File: src/rtl/bcd_display_scan.sv
// Four-digit multiplexed seven-segment driver for BCD counter outputs.
// Digits are captured once per frame so a carry during the scan cannot tear the display.
module bcd_display_scan #(
    parameter int DIV            = 50000,
    parameter bit SEG_ACTIVE_LOW = 1'b1
) (
    input  logic        clk,
    input  logic        rst,
    input  logic        en,
    input  logic        blank_lz,
    input  logic [15:0] digits,
    input  logic [3:0]  dp_in,
    output logic [6:0]  seg,
    output logic        dp,
    output logic [3:0]  an,
    output logic        frame_start
);
    localparam int            PW      = (DIV > 1) ? $clog2(DIV) : 1;
    localparam logic [PW-1:0] PMAX    = PW'(DIV - 1);
    localparam logic [6:0]    SEG_INV = {7{SEG_ACTIVE_LOW}};
    localparam logic [3:0]    AN_INV  = {4{SEG_ACTIVE_LOW}};

    logic [PW-1:0] presc_q, presc_d;
    logic [1:0]    idx_q, idx_d;
    logic [15:0]   snap_dig_q, snap_dig_d;
    logic [3:0]    snap_dp_q, snap_dp_d;
    logic          snap_lz_q, snap_lz_d;
    logic [6:0]    seg_q, seg_d;
    logic          dp_q, dp_d;
    logic [3:0]    an_q, an_d;
    logic          fs_q, fs_d;

    logic          tick;
    logic [3:0]    nib;
    logic          blank;
    logic [6:0]    seg_raw;
    logic [6:0]    seg_act;
    logic          dp_act;
    logic [3:0]    an_act;

    always_comb begin
        tick       = en && (presc_q == PMAX);
        presc_d    = presc_q;
        idx_d      = idx_q;
        snap_dig_d = snap_dig_q;
        snap_dp_d  = snap_dp_q;
        snap_lz_d  = snap_lz_q;
        fs_d       = tick && (idx_q == 2'd3);

        if (en) presc_d = tick ? '0 : presc_q + 1'b1;
        if (tick) idx_d = idx_q + 1'b1;
        if (fs_d) begin
            snap_dig_d = digits;
            snap_dp_d  = dp_in;
            snap_lz_d  = blank_lz;
        end

        nib = snap_dig_q[{idx_q, 2'b00} +: 4];

        // A digit is a leading zero when it and everything above it is zero.
        case (idx_q)
            2'd3:    blank = snap_lz_q && (snap_dig_q[15:12] == 4'd0);
            2'd2:    blank = snap_lz_q && (snap_dig_q[15:8]  == 8'd0);
            2'd1:    blank = snap_lz_q && (snap_dig_q[15:4]  == 12'd0);
            default: blank = 1'b0;
        endcase

        case (nib)
            4'd0:    seg_raw = 7'h3F;
            4'd1:    seg_raw = 7'h06;
            4'd2:    seg_raw = 7'h5B;
            4'd3:    seg_raw = 7'h4F;
            4'd4:    seg_raw = 7'h66;
            4'd5:    seg_raw = 7'h6D;
            4'd6:    seg_raw = 7'h7D;
            4'd7:    seg_raw = 7'h07;
            4'd8:    seg_raw = 7'h7F;
            4'd9:    seg_raw = 7'h6F;
            default: seg_raw = 7'h40;
        endcase

        seg_act = 7'h00;
        dp_act  = 1'b0;
        an_act  = 4'b0000;
        if (en) begin
            seg_act = blank ? 7'h00 : seg_raw;
            dp_act  = snap_dp_q[idx_q];
            an_act  = 4'b0001 << idx_q;
        end

        seg_d = seg_act ^ SEG_INV;
        dp_d  = dp_act ^ SEG_ACTIVE_LOW;
        an_d  = an_act ^ AN_INV;
    end

    always_ff @(posedge clk or negedge rst) begin
        if (!rst) begin
            presc_q    <= '0;
            idx_q      <= 2'd0;
            snap_dig_q <= 16'd0;
            snap_dp_q  <= 4'd0;
            snap_lz_q  <= 1'b0;
            seg_q      <= SEG_INV;
            dp_q       <= SEG_ACTIVE_LOW;
            an_q       <= AN_INV;
            fs_q       <= 1'b0;
        end else begin
            presc_q    <= presc_d;
            idx_q      <= idx_d;
            snap_dig_q <= snap_dig_d;
            snap_dp_q  <= snap_dp_d;
            snap_lz_q  <= snap_lz_d;
            seg_q      <= seg_d;
            dp_q       <= dp_d;
            an_q       <= an_d;
            fs_q       <= fs_d;
        end
    end

    assign seg         = seg_q;
    assign dp          = dp_q;
    assign an          = an_q;
    assign frame_start = fs_q;
endmodule
File: config.mk
export PLATFORM = sky130hd
export DESIGN_NAME = bcd_display_scan
export DESIGN_NICKNAME = d
export VERILOG_FILES = /design/src/rtl/bcd_display_scan.sv
export SDC_FILE = /design/constraint.sdc
export NUM_CORES = 1
export LEC_CHECK = 0
export BUFFER_PORTS_ARGS = -buffer_cell sky130_fd_sc_hd__clkbuf_2
export CAP_MARGIN = 25
export CORE_UTILIZATION = 51
export DETAILED_ROUTE_END_ITERATION = 6
export PLACE_DENSITY = 0.84
export SYNTH_ARGS = -nofsm -noshare
export SYNTH_HDL_FRONTEND = slang
export SYNTH_SLANG_ARGS = --single-unit
File: constraint.sdc
create_clock -name clk -period 1.9 [get_ports clk]
set_input_delay 0.19 -clock clk [delete_from_list [all_inputs] [get_ports clk]]
set_output_delay 0.19 -clock clk [all_outputs]
set_load 0.05 [all_outputs]
==> results.md <==
* Status: finished with violations
* Failing checks: hold timing, setup timing
* Detailed Place HPWL at 3485 µm
* Crit. End Element: register
* Clock transition at path regs at 0.09 ns
* GRT Total Usage at 0.2051
* CP max FO at 11
* Initial Utilization at 0.5316
* Final wirelength at 4779 µm
* Root Buffer: clkbuf_8
* Clock H-tree levels at 2
* I/O pin total at 37
* Diodes inserted at 0
* Number of flops mapped to enable cells by yosys at 0
* Crit path arrival time at 2.10 ns
* Clk buf depth at 2
* DRT antenna net count at 0
* Seq/Total Area, Yosys at 0.5208
* Compound-Gate Fraction of Synth Area at 0.06139
* Later-pin clock latency in the skew report at 0.31 ns
* Via density at 5.293
* Cell area after synthesis at 2527 µm²
* Worst hold path class: input pin to asynchronous set/reset pin
* Grt total ovfl at 0
* Cell count after synthesis at 195
* Global Route met3 Usage at 0.05278
* DRT iter0 DRCs at 164
* Simple-gate share of the synthesized area at 0.1233
* Drt pass-1 iters at 4
* Via count at 1736
* Critical Path Source Type: register
* Total clock sinks at 52
* Ys Warns at 0
* Worst Tran Pin Value at 0.6216 ns
* Fin crit period at 1.913 ns
* Fmax at 0.5227 GHz
* Synth area leaders: dfrtp_1 (40%), dfstp_2 (12%), mux2_4 (12%)
* Number of synthesized register bits at 52
* Layout Utilization at 0.6558
* Most common cell in the netlist: dfrtp_1
* Slowest CP cell: or4b_4
* Pleak at 1.575 nW
* Top cell type's share of synthesized area at 0.3960
* Syn_nets at 229
* Mux contribution to synthesized area at 0.1718
* Met1 usage in global routing at 0.2697
* Crit path cell chain: or4b_4 -> nor4_4 -> nand2_2 -> buf_6 -> mux2_1
* Rows at 25
* Setup TNS at -0.06519 ns
* CTS tree: built
* Pin count of the biggest net entering global routing at 53
* Core ar. at 4755 µm²
* RSZ-0062 raised after global routing: yes
* DR WL/cell at 14.57 µm
* Hold Vio Cnt, Final at 40
* VDD IR-drop max at 0.3588 mV
* Max incr delay on CP at 0.56 ns
* Routing usage on met2 at 0.3157
* Combinational family with the most area after synthesis: multiplexers
* Max-cap viol count at 0
* Synth-to-Final Area Change at 23.37%
* Vias in the first global route at 1651
* XOR/XNOR share of the synthesized area at 0.04158
* Critical Path RT at 2.09 ns
* Total Power at 2.317 mW
* Setup WS post-layout at -0.01322 ns
* Post-synth top flop: dfrtp_1
* Leading area contributor after synthesis: dfrtp_1
* Avg Cell Area, Syn at 12.96 µm²
* Number of CTS-inserted buffers at 5
* Hold Buf Count CTS at 0
* Initial antenna violation count at 0
* Synth cell count leaders: dfrtp_1 (40), mux2_4 (20), nand2_1 (16), dfstp_2 (12), inv_1 (12)
* Slew Limit Fails at 0
* Ys async rst share at 1.000
* Crit path kind: register to register
* Die X at 72.40 µm
* Synth Area in Adders at 0.04950
* Power Density at 743.0 nW/µm²
* Die height at 72.40 µm
* Synth unique cells at 41
* Die area at 5241 µm²
* # nets final at 294
* Max_slew headroom at 0.5856
* # Post-CTS Setup Buffers at 0
* Setup Viol. Count Final at 11
* Layout cells sized above 1 at 0.4444
* Hold Slack at -0.02579 ns
* Fin crit share at 1.007
* Setup slack, reg-to-reg at -0.01 ns
* First-pass GRT wire length at 7921 µm
* Top Usage Layer GRT: met2
* Clock skew at 0.009435 ns
* RD Place Congestion at 0.8023
* Residual DRC at 0
* Port Buffers at 36
==> per-layer routing <==
| metal | share of wire | wire length [µm] | vias to the layer above |
|---|---|---|---|
| li1 | - | - | 831 |
| met2 | 0.49 | 2349 | 42 |
| met3 | 0.036 | 172 | 7 |
| met1 | 0.45 | 2151 | 856 |
| met4 | 0.022 | 106 | 0 |
| met5 | 0 | 0 | - |
==> sequential cells by signal, indices dropped and copies added, names as in the netlist <==
signal	count
snap_dp_q	4
seg	7
presc_q	16
snap_lz_q	1
snap_dig_q	16
frame_start	1
an	4
idx_q	2
dp	1
==> path summary, 6_finish.rpt <==
check	startpoint	cells after the start	endpoint
max	presc_q[4]	5	snap_dp_q[0]
max reg2reg	presc_q[4]	5	snap_dp_q[0]
max in group asynchronous	rst	2	idx_q[0]
min reg2reg	presc_q[15]	1	presc_q[15]
min in group clk	digits[9]	2	snap_dig_q[9]
min	rst	2	presc_q[13]
==> through the flow <==
step           worst slack (ns)  instance area (µm²)  instances
6_report               -0.01322                 3118        328
5_1_grt                -0.06237                 3118        328
4_1_cts                -0.02665                 3100        328
3_5_place_dp           -0.01244                 2962        320
3_3_place_gp            0.01939                 2962        320
2_1_floorplan         0.0002710                 2531        195
==> kinds of logic (layout without fill, tap and decap cells) <==
| family | Yosys count | count (layout) |
|---|---|---|
| fa+ha+maj | 10 | 10 |
| buf+inv | 17 | 83 |
| mux | 27 | 27 |
| compound gates | 23 | 23 |
| xor+xnor | 12 | 12 |
| simple gates | 54 | 54 |
| flops | 52 | 52 |
==> power by group <==
part	switching (mW)	internal [mW]
Sequential	0.0446	1.17
Combinational	0.156	0.123
Clock	0.357	0.465
Total	0.558	1.76
==> cells in the final DEF (no fill, tap or decap), types with 9 or more instances in the layout <==
cell and n:
mux2_4 20, nand2_1 15, inv_1 12, dfrtp_1 39, dfstp_2 12, ha_1 9
buf_4 25, clkbuf_2 36
==> layout make-up <==
| class | instances | area, µm² |
|---|---|---|
| Clock inverter | 1 | 30.03 |
| Inverter | 12 | 45.04 |
| Sequential cell | 52 | 1318 |
| Multi-Input combinational cell | 126 | 1155 |
| Fill cell | 363 | 1637 |
| Clock buffer | 7 | 96.34 |
| Timing Repair Buffer | 63 | 390.4 |
| Tap cell | 67 | 83.83 |
==> critical path: cells and delay by family, from the launching register on <==
kind | cells | cell delay [ns]
and+or+nand+nor | 3 | 0.94
muxes | 1 | 0.31
DFF | 1 | 0.38
buffers and inverters | 1 | 0.17
==> timing repair <==
item / in CTS / in global routing
gates cloned: 0 / 0
resized for setup: 4 / 3
endpoints found under the setup margin: 22 / 25
pin swaps: 1 / 2
No activity file was read; power rests on OpenSTA's default activity.
